$ cat src/rtl/maxf_pkg.sv
// Shared definitions for binary32 maximumf units: constants, helpers, FSM states.
package maxf_pkg;

  localparam logic [31:0] FP32_NEG_INF = 32'hFF800000;
  localparam logic [31:0] FP32_QNAN    = 32'h7FC00000;

  typedef enum logic [1:0] {
    IDLE,
    ACCUM,
    EMIT
  } state_t;

  // A NaN has an all-ones exponent and a nonzero mantissa (quiet or signalling).
  function automatic logic fp32_is_nan(input logic [31:0] x);
    return (x[30:23] == 8'hFF) && (x[22:0] != 23'd0);
  endfunction

  // Maps binary32 onto an unsigned key whose integer order matches numeric
  // order for non-NaN values, including -0 < +0 and exact subnormal ordering.
  function automatic logic [31:0] fp32_order_key(input logic [31:0] x);
    return x[31] ? ~x : (x | 32'h80000000);
  endfunction

endpackage

$ cat src/rtl/maxf_cmp.sv
// Purely combinational two-operand binary32 maximumf, NaN-propagating.
module maxf_cmp
  import maxf_pkg::*;
(
  input  logic [31:0] a,
  input  logic [31:0] b,
  output logic [31:0] y
);

  logic w_anyNan;
  logic w_aWins;

  assign w_anyNan = fp32_is_nan(a) || fp32_is_nan(b);
  assign w_aWins  = fp32_order_key(a) >= fp32_order_key(b);

  // Any NaN operand collapses to the canonical quiet NaN; otherwise larger key wins.
  always_comb begin
    y = b;
    if (w_anyNan) begin
      y = FP32_QNAN;
    end else if (w_aWins) begin
      y = a;
    end
  end

endmodule

$ cat src/rtl/maxf_reduce.sv
// Counted-stream maximumf reduction: takes a count token, folds that many
// binary32 elements into an accumulator, then emits the single result token.
module maxf_reduce
  import maxf_pkg::*;
#(
  parameter int DATA_TYPE   = 32,
  parameter int COUNT_WIDTH = 16
) (
  input  logic                   clk,
  input  logic                   rst,
  input  logic [COUNT_WIDTH-1:0] count,
  input  logic                   count_valid,
  output logic                   count_ready,
  input  logic [DATA_TYPE-1:0]   ins,
  input  logic                   ins_valid,
  output logic                   ins_ready,
  output logic [DATA_TYPE-1:0]   outs,
  output logic                   outs_valid,
  input  logic                   outs_ready
);

  // The comparator and constants are binary32-only, so refuse other widths.
  generate
    if (DATA_TYPE != 32) begin : g_badWidth
      $error("maxf_reduce supports only DATA_TYPE = 32");
    end
  endgenerate

  state_t                 r_state;
  state_t                 w_nextState;
  logic [31:0]            r_acc;
  logic [COUNT_WIDTH-1:0] r_remaining;
  logic [31:0]            w_max;
  logic                   w_countFire;
  logic                   w_insFire;
  logic                   w_lastElem;

  maxf_cmp u_cmp (
    .a (r_acc),
    .b (ins),
    .y (w_max)
  );

  assign w_countFire = count_valid && count_ready;
  assign w_insFire   = ins_valid && ins_ready;
  assign w_lastElem  = (r_remaining == COUNT_WIDTH'(1));
  assign outs        = r_acc;

  // State register; reset abandons any partial reduction.
  always_ff @(posedge clk) begin
    if (rst) begin
      r_state <= IDLE;
    end else begin
      r_state <= w_nextState;
    end
  end

  // Next state plus handshake outputs, decoded from the current state only.
  always_comb begin
    w_nextState = r_state;
    count_ready = 1'b0;
    ins_ready   = 1'b0;
    outs_valid  = 1'b0;
    case (r_state)
      IDLE: begin
        count_ready = 1'b1;
        if (count_valid) begin
          w_nextState = (count == '0) ? EMIT : ACCUM;
        end
      end
      ACCUM: begin
        ins_ready = 1'b1;
        if (ins_valid && w_lastElem) begin
          w_nextState = EMIT;
        end
      end
      EMIT: begin
        outs_valid = 1'b1;
        if (outs_ready) begin
          w_nextState = IDLE;
        end
      end
      default: begin
        w_nextState = IDLE;
      end
    endcase
  end

  // Accumulator and element counter; -inf seeds each reduction as the identity.
  always_ff @(posedge clk) begin
    if (rst) begin
      r_acc       <= FP32_NEG_INF;
      r_remaining <= '0;
    end else if (w_countFire) begin
      r_acc       <= FP32_NEG_INF;
      r_remaining <= count;
    end else if (w_insFire) begin
      r_acc       <= w_max;
      r_remaining <= r_remaining - COUNT_WIDTH'(1);
    end
  end

endmodule
$ cat config.mk
export PLATFORM = sky130hd
export DESIGN_NAME = maxf_reduce
export DESIGN_NICKNAME = d
export VERILOG_FILES = /design/src/rtl/maxf_pkg.sv /design/src/rtl/maxf_cmp.sv /design/src/rtl/maxf_reduce.sv
export SDC_FILE = /design/constraint.sdc
export NUM_CORES = 1
export LEC_CHECK = 0
export ABC_AREA = 1
export BUFFER_PORTS_ARGS = -buffer_cell sky130_fd_sc_hd__buf_2
export CAP_MARGIN = 10
export CORE_MARGIN = 3
export CORE_UTILIZATION = 25
export DETAILED_ROUTE_END_ITERATION = 12
export HOLD_SLACK_MARGIN = 0.06
export MAX_ROUTING_LAYER = met4
export PLACE_DENSITY_LB_ADDON = 0.12
export SLEW_MARGIN = 20
export SYNTH_ARGS = -nofsm -noshare
export SYNTH_HDL_FRONTEND = slang
export SYNTH_SLANG_ARGS = --single-unit
$ cat constraint.sdc
create_clock -name clk -period 3.6 [get_ports clk]
set_input_delay 0.18 -clock clk [delete_from_list [all_inputs] [get_ports clk]]
set_output_delay 0.18 -clock clk [all_outputs]
set_load 0.1 [all_outputs]
After elaboration in Yosys (flattened, before gate mapping)
Index checks and enable logic that the tools add are counted.
{ "word_totals": {"latchBits": 0, "inputBits": 53, "rom_bits": 0, "out_inout_bits": 35, "mem_bits_rw": 0, "regBits": 50, "elab_cells": 44, "memories": 0} }
{ "op_classes": {"n_div": 0, "addsub": 1, "mul": 0, "n_lt_le_gt_ge": 1, "n_reduce_logical": 14, "n_shift": 0, "n_mux": 14, "bitwise": 2, "n_eq_ne": 9} }
{ "op_table": {"columns": ["op", "n"], "rows": [
  ["$mux 32", 4],
  ["$not 32->32", 2],
  ["$reduce_bool 23->1", 2],
  ["$ge 32x32->1", 1],
  ["$mux 16", 2],
  ["$eq 16x1->1 const B", 1],
  ["$eq 8x8->1 const B", 2],
  ["$logic_not 16->1", 1],
  ["$sub 16x1->16 const B", 1],
  ["$mux 2", 4],
  ["$ne 2x2->1 const B", 3],
  ["$pmux 2 s3", 1],
  ["$logic_and 1x1->1", 5],
  ["$mux 1", 3],
  ["$reduce_and 3->1", 1],
  ["$eq 2x1->1 const B", 1],
  ["$eq 2x2->1 const B", 1],
  ["$logic_not 2->1", 1],
  ["$ne 2x1->1 const B", 1],
  ["$reduce_and 2->1", 1],
  ["$reduce_bool 2->1", 1],
  ["$reduce_or 2->1", 1],
  ["$logic_or 1x1->1", 1]
]} }

Logic depth before layout (Yosys ltp)
Gate-level depths: netlist (run 1).
{ "depth": {"depth_word": 5, "mapped_depth": 21, "mapped_depth_nobuf": 17} }

Cells and area by module
A second synthesis (run 1) with hierarchy kept.
{ "unflattened": {"hier_cells": 735, "hier_area_um2": 4745.8} }
{ "by_module_without_submodules": {"columns": ["module", "n_inst", "cells_each", "area_per_inst_um2", "seq_area_each_um2"], "rows": [
  ["maxf_reduce", 1, 363, 2477.4, 1001.0],
  ["maxf_cmp", 1, 372, 2268.4, 0.0]
]} }

Least setup slack after synthesis (run 1)
Ideal clock, no wire load.
{ "synth_path": {"path_kind": "reg2reg", "start": "reg r_acc[31] (netlist: outs[31])", "end": "reg r_acc[10] (netlist: outs[10])", "stages_incl_launch_ff": 16, "t_required_ps": 3481, "setup_ps": 119, "path_slack_ps": 367, "period_less_slack_ps": 3233, "n_path_buf": 4, "arrival_time_ps": 3114, "path_cell_list": "dfxtp_1 -> clkbuf_1 -> buf_1 -> xor2_1 -> ha_1 -> a21oi_1 -> o21a_1 -> nand2_1 -> a21oi_1 -> nand2_1 -> nand2_2 -> buf_6 -> buf_6 -> nand3_2 -> nand2_1 -> nor2_1"} }
{ "synth_via": {"elab_chain_cells": 5} }
{ "synth_rtl": {"columns": ["item", "line", "text"], "rows": [
  ["start, declared", "maxf_reduce.sv:31", "logic [31:0] r_acc;"],
  ["start signal, assigned", "maxf_reduce.sv:98", "r_acc <= w_max;"],
  ["$not 32->32", "maxf_pkg.sv:21", "return x[31] ? ~x : (x | 32'h80000000);"],
  ["$mux 32 (*)", "maxf_pkg.sv:21", null],
  ["$ge 32x32->1 (*)", "maxf_cmp.sv:14", "assign w_aWins = fp32_order_key(a) >= fp32_order_key(b);"],
  ["$ne 2x1->1 (no source line) (*)", null, null],
  ["$reduce_and 2->1 (no source line) (*)", null, null]
]} }
Mark *: on every way between the ends. The rest lies on a longest branch, timed or not.
A chain may end at the register's enable or synchronous reset.

Worst setup path in the final report (run 1)
{ "layout_path": {"start": "reg r_acc[31] (netlist: outs[31])", "end": "reg r_acc[16] (netlist: outs[16])"} }
The elaborated chain is that of the path after synthesis.

==> results of run 1 <==
[worst min-delay path, cell delays in order]
cell     delay (ns)
buf_2          0.10
nand2_1        0.05
a31oi_1        0.08
[state kept, by name, indices dropped and copies added, names as in the netlist]
| signal | cells |
|---|---|
| r_state | 2 |
| outs | 32 |
| r_remaining | 16 |
[through the flow]
step	hold slack (ns)	utilization	setup slack [ns]
6_report	0.171	0.305	0.650
5_1_grt	0.169	0.305	0.288
4_1_cts	0.165	0.305	0.605
3_5_place_dp	0.471	0.296	0.632
3_3_place_gp	0.463	0.296	0.740
2_1_floorplan	0.348	-	0.367
[kinds of logic (layout without fill, tap and decap cells)]
logic type | count (synthesis) | after routing | synth area share
adder cells (fa/ha/maj) | 34 | 34 | 0.103
flip-flops | 50 | 50 | 0.243
AND/OR/NAND/NOR | 310 | 310 | 0.324
XOR/XNOR | 70 | 70 | 0.149
AO/OA/AOI/OAI | 76 | 76 | 0.102
buffers and inverters | 71 | 143 | 0.0797
[cells in the mapped netlist]
cell type	number
nor2_1	72
nand2_2	2
ha_1	34
a21boi_0	1
clkinv_1	1
inv_1	38
a21oi_1	44
or2_0	2
clkbuf_1	11
a31oi_1	11
o21a_1	2
nand4_1	12
nor3_1	5
nand3_1	35
o21ai_0	11
dfxtp_1	50
nand3b_1	2
nand3_2	10
xor2_1	35
buf_6	7
buf_2	8
xnor2_1	35
nand2_1	164
inv_2	1
a32oi_1	1
nor4_1	6
o221ai_1	1
o31ai_1	3
o211ai_1	1
buf_1	5
o21ai_1	1
[cells in the final DEF, fill, tap and decap left out, drive strengths merged, types with 2 or more instances in the layout]
cell type / instances
a31oi: 11
nor3: 5
buf: 95
nand2: 166
inv: 40
nand4: 12
xnor2: 35
xor2: 35
o21ai: 12
nand3b: 2
o31ai: 3
nor2: 72
nor4: 6
nand3: 45
ha: 34
clkbuf: 6
or2: 2
a21oi: 44
o21a: 2
dfxtp: 50
[cell type report]
| cell class | count | area share |
|---|---|---|
| clock inverter | 2 | 0.00256 |
| timing repair buffer | 95 | 0.104 |
| clock buffer | 6 | 0.0285 |
| tap | 216 | 0.0554 |
| sequential | 50 | 0.205 |
| multi-input combinational | 490 | 0.573 |
| inverter | 40 | 0.0308 |
[power groups by stage]
stage                     combinational [mW]  clock (mW)  sequential [mW]
final                                   1.66       0.493            0.739
after global routing                    1.88       0.537            0.754
after global placement                  1.66           0            0.752
after floorplan                         1.10           0             1.02
after detailed placement                1.68           0            0.752
after CTS                               1.69       0.515            0.740
[worst max path at each step]
stage	start	end	slack, ns	depth (start not counted)
3_3_place_gp	outs[31]	outs[17]	0.74	14
2_1_floorplan	outs[31]	outs[10]	0.37	15
4_1_cts	outs[31]	outs[16]	0.61	14
5_1_grt	outs[31]	outs[16]	0.29	14
3_5_place_dp	outs[31]	outs[16]	0.63	14
6_report	outs[31]	outs[16]	0.65	14
[routing by layer]
metal,wire (um),track usage,vias up
li1,-,-,2129
met1,5250,0.165,1852
met2,6010,0.242,75
met3,501,0.0250,14
met4,169,0.0351,0
met5,0,-,-
==> results, run 1 <==
- The run finished with clean final reports.
- For this run the aggregate overflow at the end of global routing stands at 0.
- The worst hold path endpoint is r_remaining[15].
- Setup violations remaining at the end of the flow were counted as 0.
- The routed wire length is 11,900 um.
- The via count of the first global-routing pass is slightly above 4,000.
- The delay contributed by the slowest stage of the critical path is 0.67 ns.
- The H-tree generated during clock tree synthesis spans 2 levels.
- The number of post-CTS setup repair buffers is 0.
- Measured in cells, the most critical reg-to-reg path has a length of 14.
- The switching power total is about 1.5 mW.
- The layout has around 1,800 filler cells.
- For the pin with the worst max-slew slack, the measured transition is roughly 0.63 ns.
- The quantity of I/O buffers inserted on ports is between 80 and 90.
- Max-cap violations in this run came to 0.
- The number of remaining DRC errors is 0.
- The largest fanout on the critical path is 36.
- Clock-pin slew was measured on the worst setup and hold paths at 0.07 ns.
- The number of warnings reported in the yosys synthesis log is 0.
- Counting every net in the synthesized netlist gives 698.
- From synthesis to final layout, the design area changed by 18.3%.
- The repair_antennas step left the layout with diodes totalling 0.
- The first-pass GRT wire length is 19,900 um.
- Together, buffers and inverters on the worst path number 2.
- The worst min-delay path startpoint is count[15].
- The mapped cell area is 4130 um2.
- The share of final-layout standard cells stronger than drive strength 1 is 0.174.
- Once layout is complete, the cells apart from fillers number 899.
- The initial standard-cell utilization of the core is 0.258.
- In this run the critical register-to-register path is launched from outs[31].
- Of the total power, the share spent switching nets is 0.514.
- dfxtp_1 takes more of the synthesized area than any other cell.
- The achievable clock frequency is ~340 MHz.
- The share of total power dissipated in combinational logic is 0.574.
- The clock tree from TritonCTS is built.
- The total die area is 18,100 um2.
- Of the total power, the clock network draws 0.170.
- At the worst endpoint, the arrival time is between 3 and 4 ns.
- The static leakage power is 2.23 nW.
- In the final routed layout, each cell accounts on average for 13.3 um.
- The horizontal die dimension is 134 um.
- The final worst clock skew is a little over 0.008 ns.
- The total power per unit cell area is 593 nW/um2.
- STA classifies the critical path endpoint as a register.
- The final layout net count is 769.
- The floorplan has 46 rows.
- After detailed placement, the total cell area comes to 4730 um2.
- The family of cells with the greatest summed delay on the critical path is simple AND/OR/NAND/NOR gates.
- Sorting the synthesized cells by area gives the leading types as dfxtp_1, nand2_1, ha_1.
- Setup total negative slack on the finished layout was measured at 0 ns.
- The worst-case headroom to the max-slew limit is 0.581.
- IR analysis of the VDD net gives a maximum drop of 0.000259 V.
- The worst hold path was traced through 3 stages.
- After synthesis, the netlist uses 31 different library cells.
- The final critical delay including setup and external delays is 2.95 ns.
- The destination of the worst register-to-register timing path is outs[16].
- The completed layout was analyzed and its total power is 2.89 mW.
- The register-to-register path setup slack is 0.65 ns.
- The root buffer cell chosen for the clock tree is clkbuf_16.
- Data on the critical path is required at its endpoint by roughly 3.8 ns.
- The total non-filler cell area in the finished layout is around 4900 um2.
- The part of the power in registers is 0.255.
- The type of the most critical hold path is in2reg.
- After clock tree synthesis, the flow added hold-fix buffers numbering 0.
- The synthesized netlist cell count is 611.
- The worst-path cell with the longest stage delay is dfxtp_2.
- In this run, synthesis produced a sequential element count of 50.
- The number of antenna violations at the first check in global routing was 0.
- The top-area cell type share of the netlist area is 0.243.
- Setup repair after global routing left no endpoint under its margin.
- The per-instance average area after synthesis is 6.75 um2.
- In this run the vertical extent of the chip is 134 um.
- Internal power comes to 1.41 mW.
- The largest buffer count on any clock path is 2.
- The final route contains 4,070 vias.
- The total core area is 16,000 um2.
- The sequential cells in the finished layout cover a total of 1000 um2.
- The number of vias per cell after detailed routing is 4.53.
- The remaining number of nets flagged by the antenna check after routing is 0.
- The number of search-and-repair iterations in the first detailed-routing pass is 4.
- The number of pins exceeding their max-slew limit in the final report is 0.
- The worst setup path is launched from a register.
- TritonCTS created 5 clock buffers.
- The critical path goes through buf_4 -> xor2_1 -> ha_1 -> a21oi_1 -> o21ai_0 -> nor2_1 -> nand2_1 -> a21oi_1 -> nand2_1 -> nand2_2 -> buf_12 -> nand3_1 -> nand2_1 -> nor2_1.
- The later pin in the worst-skew pair is clocked with a latency of 0.29 ns.
- The critical path start-end classification is reg2reg.
- Routability-driven placement finished with a final weighted congestion of 0.861.
- Dividing the final minimum period by the clock period gives 0.819.
- The number of hold violations in the final report is 0.
- In this run, the number of DRC markers left after iteration 0 of detailed routing was approximately 170.
- The number of placed instances, taps included is approximately 890.
- The area used by multi-input combinational logic is 2800 um2.
- The count of clock tree sinks is 50.
- The number of I/O pins is 88.
- Entering global routing, the biggest net connects 37 pins.
- For this run, the total global-route usage over all layers was measured as 0.138.
- The number of instances resized during post-cts repair is 0.
- The portion of the post-synthesis area used by sequential elements is 0.243.
- The library cell appearing most often on the critical path is nand2_1.
- The half-perimeter wire length of the detailed placement result is 9230 um.
Note: power is estimated with default switching activity, not from simulation.
==> inputs of run 2 (changes only) <==
clock period = 3 ns   (was 3.6 ns; I/O delays follow)
==> run 2 against run 1 <==
  * First-iteration DRC count fell by 23%
  * Sequential share of layout area decreased by 0.12 points
  * Cell area grew 0.59%
  * Sequential power increased by 19%
  * Core utilization increased by 0.18 points
  * Worst hold slack lost 0.042 ns
  * Flip-flop and latch count is the same
  * Highest routed layer unchanged
  * Total power rose by 21%
  * Largest cell class unchanged
  * Fmax rose by 17%
  * Critical path type unchanged
  * Via count increased by 1.2%
  * Global-route usage up 0.22 points
  * Non-clock buffer count stayed put
==> results, run 2 (synthesized netlist as in run 1, its figures left out) <==
- The run finished with clean final reports.
- On the final layout, the worst clock skew is 0.00609 ns.
- The library cell appearing most often on the critical path is nand2_1.
- In the layout the commonest cells are nand2_1, buf_2, nor2_1.
- about 90 I/O pins were placed.
- Walking the worst path, the cells encountered are buf_12 -> xor2_1 -> ha_1 -> a21oi_1 -> nand2_1 -> nor2_1 -> nand2_1 -> nand2_1 -> nand2_1 -> nand2_1 -> nand2_1 -> nand2_2 -> buf_12 -> nand3_1 -> nand2_1 -> nor2_1.
- The number of pins exceeding their max-slew limit in the final report was 0.
- The setup path with the least slack is of type reg2reg.
- The clock latency reported for the late side of the worst-skew pair is 0.30 ns.
- Entering global routing, the biggest net connects 53 pins.
- Setup violations remaining at the end of the flow were counted as 0.
- From synthesis to final layout, the design area changed by 19.0%.
- The count of clock tree sinks is 50.
- The analysis attributes to net switching a power of 1.83 mW.
- The first-pass GRT wire length is 20,000 um.
- CTS placed an instance of clkbuf_16 at the clock tree root.
- The total die area is 18,100 um2.
- The worst-path cell with the longest stage delay is dfxtp_2.
- The number of antenna diodes in the final layout is 0.
- The number of placed instances, taps included is around 890.
- The quantity of I/O buffers inserted on ports is 87.
- The proportion of power drawn by combinational gates is 0.580.
- The initial standard-cell utilization of the core is 0.258.
- From bottom edge to top edge, the die measures 134 um.
- The number of max-cap violations is 0.
- In this run the static leakage power is 2.24 nW.
- The final critical delay including setup and external delays is roughly 2.5 ns.
- The slew at the pin with the worst max-slew slack is 0.512 ns.
- Once layout is complete, the cells apart from fillers number roughly 900.
- Cell internal power was estimated by the tool at approximately 1.7 mW.
- Of the cells placed in the final design, the portion with a size suffix greater than 1 is 0.173.
- Data on the critical path arrives at its endpoint at 2.72 ns.
- The accumulated negative setup slack is 0 ns.
- The H-tree generated during clock tree synthesis spans 2 levels.
- The sequential cell area is 1000 um2.
- The area used by multi-input combinational logic is around 2800 um2.
- The via count of the first global-routing pass is 4,040.
- Clock-pin slew was measured on the worst setup and hold paths at around 0.070 ns.
- The clock tree from TritonCTS is built.
- The detailed-route via count is 4,119.
- The worst setup path is launched from a register.
- The achievable clock frequency is 396 MHz.
- Headroom to the max-slew limit came out at 0.661.
- The placement row count is 46.
- The CTS buffer count is 5.
- In this run the power density over the cells is slightly above 700 nW/um2.
- The total overflow left after global routing is 0.
- The remaining number of nets flagged by the antenna check after routing is 0.
- The instance area at placement is ~4800 um2.
- In this run, post-CTS hold repair placed 0 buffers.
- Of the total power, registers draw 0.251.
- The total track usage is 0.141.
- The detailed router finished its first iteration with 133 violations.
- The count of filler cells inserted in the layout is approximately 1,800.
- The routability-driven placement congestion ratio is roughly 0.83.
- The final layout net count is between 700 and 800.
- The die is 134 um wide.
- The delay contributed by the slowest stage of the critical path is 0.54 ns.
- The first TritonRoute pass finished after 4 iterations.
- Setup repair after global routing left no endpoint under its margin.
- The type of element capturing the critical path is a register.
- The half-perimeter wire length of the detailed placement result is 9340 um.
- The region available for standard cell placement spans 16,000 um2.
- The largest fanout on the critical path is 52.
- The relative contribution of the clock network to total power is 0.169.
- The average wire length per cell after detail routing is 13.6 um.
- The number of vias per cell after detailed routing is 4.58.
- The number of hold violations in the final report is 0.
- The number of gates resized after CTS was 0.
- The critical path required time is 3.20 ns.
- In this run the worst hold path is classified as in2reg.
- The number of post-CTS setup repair buffers is 0.
- The number of antenna violations at the first check in global routing is 0.
- The register with the most flip-flops in the layout has 32 of them.
- Of the total power, the share spent switching nets is 0.521.
- The leading cell type in the layout, fill and taps excluded is nand2_1.
- The number of remaining DRC errors is 0.
- The largest buffer count on any clock path is 2.
- The routed wire length is 12,300 um.
- Once layout is done, the placed cells without fillers occupy 4910 um2.
- Of the available clock period, the critical path in the final layout requires 0.841.
- Across the VDD grid, the largest voltage drop is 0.000235 V.
run 2: cell types whose count changed in the layout (fill, tap and decap cells not counted), sizes merged:
cell / change
clkinvlp: -1
clkinv: +1
run 2: power by group through the flow:
stage / Sequential, mW / Clock, mW / Combinational [mW]
after floorplan: 1.22 / 0 / 1.32
after global placement: 0.896 / 0 / 2.04
after detailed placement: 0.898 / 0 / 2.06
after CTS: 0.883 / 0.623 / 2.07
after global routing: 0.898 / 0.648 / 2.28
final: 0.881 / 0.592 / 2.03
run 2: worst max-delay path, delay by kind of cell, from the launching register on:
kind	cells	cell delay [ns]
XOR/XNOR	1	0.17
buffers and inverters	2	0.49
flip-flops	1	0.54
adder cells (fa/ha/maj)	1	0.26
AND/OR/NAND/NOR	11	0.79
AO/OA/AOI/OAI	1	0.17
run 2: worst paths after layout:
path	startpoint	slack, ns	cells past startpoint	to
max reg2reg	outs[31]	0.48	16	outs[19]
max	outs[31]	0.48	16	outs[19]
min reg2reg	r_remaining[9]	0.48	2	r_remaining[9]
min	outs_ready	0.13	4	r_state[1]
run 2: metal layers:
| layer | global-route usage | vias up | part of all wire | wire [um] |
|---|---|---|---|---|
| met1 | 0.159 | 1899 | 0.44 | 5390 |
| met3 | 0.0291 | 7 | 0.044 | 539 |
| met5 | - | - | 0 | 0 |
| met4 | 0.0300 | 0 | 0.0091 | 112 |
| met2 | 0.256 | 80 | 0.51 | 6230 |
| li1 | - | 2133 | - | - |
run 2: through the flow:
step	hold slack, ns	power (mW)	setup WS, ns	util
6_report	0.130	3.51	0.476	0.307
5_1_grt	0.135	3.82	0.154	0.307
4_1_cts	0.119	3.58	0.449	0.307
3_5_place_dp	0.450	2.96	0.461	0.298
3_3_place_gp	0.433	2.94	0.498	0.298
2_1_floorplan	0.318	2.54	0.0705	-
run 2: final cells by class:
class	instances	area share
repair buffers	95	0.111
well taps	216	0.0550
clock buffers	6	0.0262
inverters	40	0.0306
clock inverters	2	0.00280
multi-input cells	490	0.570
flip-flops and latches	50	0.204
==> inputs of run 3 (changes only) <==
clock period = 2 ns   (was 3 ns; I/O delays follow)
==> run 3 against run 2 <==
  * The flow now finishes with violations (setup timing)
  * First-iteration DRC count up 27%
  * Core utilization up 5.1 points
  * Die area unchanged
  * Setup slack worse by 0.79 ns
  * Clock skew is 0.0055 ns higher
  * Clock power is 71% higher
  * Flip-flop and latch count is the same
  * Total power grew 70%
  * Clock-buffer cell count shrank 1
==> results, run 3 (synthesized netlist as in run 1, its figures left out) <==
- The flow ran to the end, but the final reports show violations.
- The checks that failed: setup timing.
- The startpoint identified for the worst hold timing path is count[6].
- The total die area is between 15,000 and 20,000 um2.
- The top cell types in the final layout, fill and taps aside, are nand2_1, buf_2, nor2_1.
- The maximum number of pins on one net before global-route repair is 33.
- The layout overhead on the synthesized area is 38.6%.
- The worst setup path is launched from a register.
- The global-route met3 utilization is 0.0224.
- Overall power consumption after layout is estimated at 5.97 mW.
- Clock-pin slew was measured on the worst setup and hold paths at 0.07 ns.
- The final worst clock skew is 0.0116 ns.
- The number of vias per cell after detailed routing is 4.56.
- The critical path starts at outs[31].
- The instance area at placement is 5350 um2.
- The number of flip-flops under the largest register name is 32.
- The critical path required time is approximately 2.2 ns.
- The proportion of power drawn by combinational gates is 0.614.
- The number of pins exceeding their max-slew limit in the final report is 0.
- After detailed placement, the design holds a cell count of 947.
- The tool flagged a number of max-cap violations equal to 0.
- The data arrival time of the worst path is 2.49 ns.
- The quantity of I/O buffers inserted on ports is 87.
- Measured along the x axis, the die boundary spans 134 um.
- For this run, the detailed router's first-pass iteration total came to 5.
- The remaining number of nets flagged by the antenna check after routing is 0.
- Subtracting the final worst setup slack from the clock period gives 2.31 ns.
- In the global route stage, met2 resource usage came out at 0.244.
- The slew at the pin with the worst max-slew slack is 0.509 ns.
- The final worst slack is -0.313 ns.
- Of the total power, the share spent switching nets is 0.496.
- Along the worst hold path, the cell count comes to 3.
- The static leakage power is 2.63 nW.
- The met1 track demand over resource in global routing is 0.209.
- Setup repair after global routing could not meet its margin everywhere.
- For this run, the top clock speed supported by timing is about 430 MHz.
- At the later pin of the worst-skew pair, clock insertion delay measures slightly above 0.3 ns.
- The first global-routing pass estimated 22,100 um of wire.
- The worst flop-to-flop path startpoint is outs[31].
- In this run the power spent charging and discharging nets is 2.96 mW.
- After global routing, the most crowded layer is met2.
- The count of filler cells inserted in the layout is 1,794.
- The number of hold violations in the final report was 0.
- From bottom edge to top edge, the die measures 134 um.
- The via count of the first global-routing pass came to ~4,400.
- The CTS buffer count is 5.
- The type of element capturing the critical path is a register.
- Across all layers, the routed design uses ~4,400 vias.
- The first-iteration detailed-routing DRC count is 169.
- The worst hold margin is between 0.07 and 0.08 ns.
- The critical path start-end classification is reg2reg.
- The tree is rooted in a clkbuf_16.
- The total congestion overflow is 0.
- The part of the power in registers is 0.217.
- The longest clock path from root to sink contains 2 buffers.
- For this run, design rule violations remaining after detail routing come to 0.
- The internal power is 3.01 mW.
- In the final routed layout, each cell accounts on average for 13.9 um.
- The total inserted antenna cells is 0.
- The accumulated negative setup slack is -7.93 ns.
- Setup violations remaining at the end of the flow were counted as 32.
- The total non-filler cell area in the finished layout is 5720 um2.
- The clock net in this run drives a total of 50 sinks.
- For this configuration, the core starts out at a cell density of 0.258.
- In the finished design, the share of the clock period the worst path needs comes to 1.16.
- The total core area is 16,000 um2.
- The routed wire length is 13,300 um.
- Leaving out fill and tap cells, the most frequent cell in the layout is nand2_1.
- IR analysis of the VDD net gives a maximum drop of 0.000365 V.
- During I/O placement, the number of pins put on the boundary was between 80 and 90.
- The number of H-tree levels is 2.
- The share of total power dissipated in the clock network is 0.169.
- For this design the ratio of total power to cell area is 1040 nW/um2.
- After the last flow step, the layout net total stands at 831.
- The clock tree from TritonCTS is built.
- The placement row count is 46.
- The type of the most critical hold path is in2reg.
- Across every metal layer, demand over resource in global routing totals 0.155.
- The worst pin sits at a relative slew slack of 0.663.
- After legalization and detailed placement, the total HPWL measured 10,200 um.
- The number of antenna violations at the first check in global routing was 0.
- The number of cells on the worst reg-to-reg path is 14.
- At the end of routability-driven placement, the weighted congestion stood at about 0.85.
- The share of final-layout standard cells stronger than drive strength 1 is 0.340.
- The register-to-register path setup slack is -0.31 ns.
- The largest fanout on the critical path is 13.
- The final instance count without filler cells is just under 1,000.
[run 3: changes by cell type in the layout (fill, tap and decap cells not counted), sizes merged]
cell,delta
buf,+60
dlygate4sd3,+2
clkbuf,-1
bufinv,+1
[run 3: final timing paths]
kind	to
max	outs[28]
min	r_remaining[6]
max reg2reg	outs[28]
min reg2reg	r_remaining[9]
[run 3: critical path, stage by stage (launching register included)]
cell and delay (ns):
dfxtp_4 0.38, buf_12 0.16, xor2_1 0.16, ha_1 0.31, a21oi_1 0.17, o21ai_0 0.11
nand2_1 0.06, nand2_1 0.08, a21oi_2 0.15, nand2_2 0.11, nand2_8 0.11, buf_4 0.13
nand2_4 0.09, nand2_1 0.08, nand3_1 0.07
[run 3: power by group through the flow]
stage,clock (mW),combinational [mW],sequential (mW)
floorplan,0,2.04,1.86
global placement,0,3.46,1.31
detailed placement,0,3.49,1.32
CTS,1.05,3.69,1.29
global route,1.09,4.06,1.32
finish,1.01,3.67,1.30
[run 3: cell type report]
class,instances,area (um2),share of cell area
clock buffer,5,125,0.0219
clock inverter,3,40.0,0.00700
inverter,40,150,0.0262
multi-input combinational,490,2990,0.523
sequential,50,1040,0.182
tap,216,270,0.0472
timing repair buffer,157,1100,0.193
[run 3: metal layers]
metal | up-vias | wire length, um
li1 | 2256 | -
met1 | 2028 | 6640
met2 | 86 | 6030
met3 | 9 | 500
met4 | 0 | 150
met5 | - | 0
[run 3: stage by stage]
| stage | worst slack [ns] | utilization |
|---|---|---|
| 2_1_floorplan | -0.385 | - |
| 3_3_place_gp | -0.328 | 0.334 |
| 4_1_cts | -0.320 | 0.357 |
| 3_5_place_dp | -0.370 | 0.334 |
| 6_report | -0.313 | 0.358 |
| 5_1_grt | -0.438 | 0.358 |
[run 3: timing repair]
action / CTS / global route
resized for setup: 22 / 15
buffers inserted: 3 / 1
gates cloned: 2 / 0
endpoints found under the hold margin: 2 / 0
setup endpoints to repair: 32 / 32
hold buffers: 2 / 0
pin swaps: 4 / 11
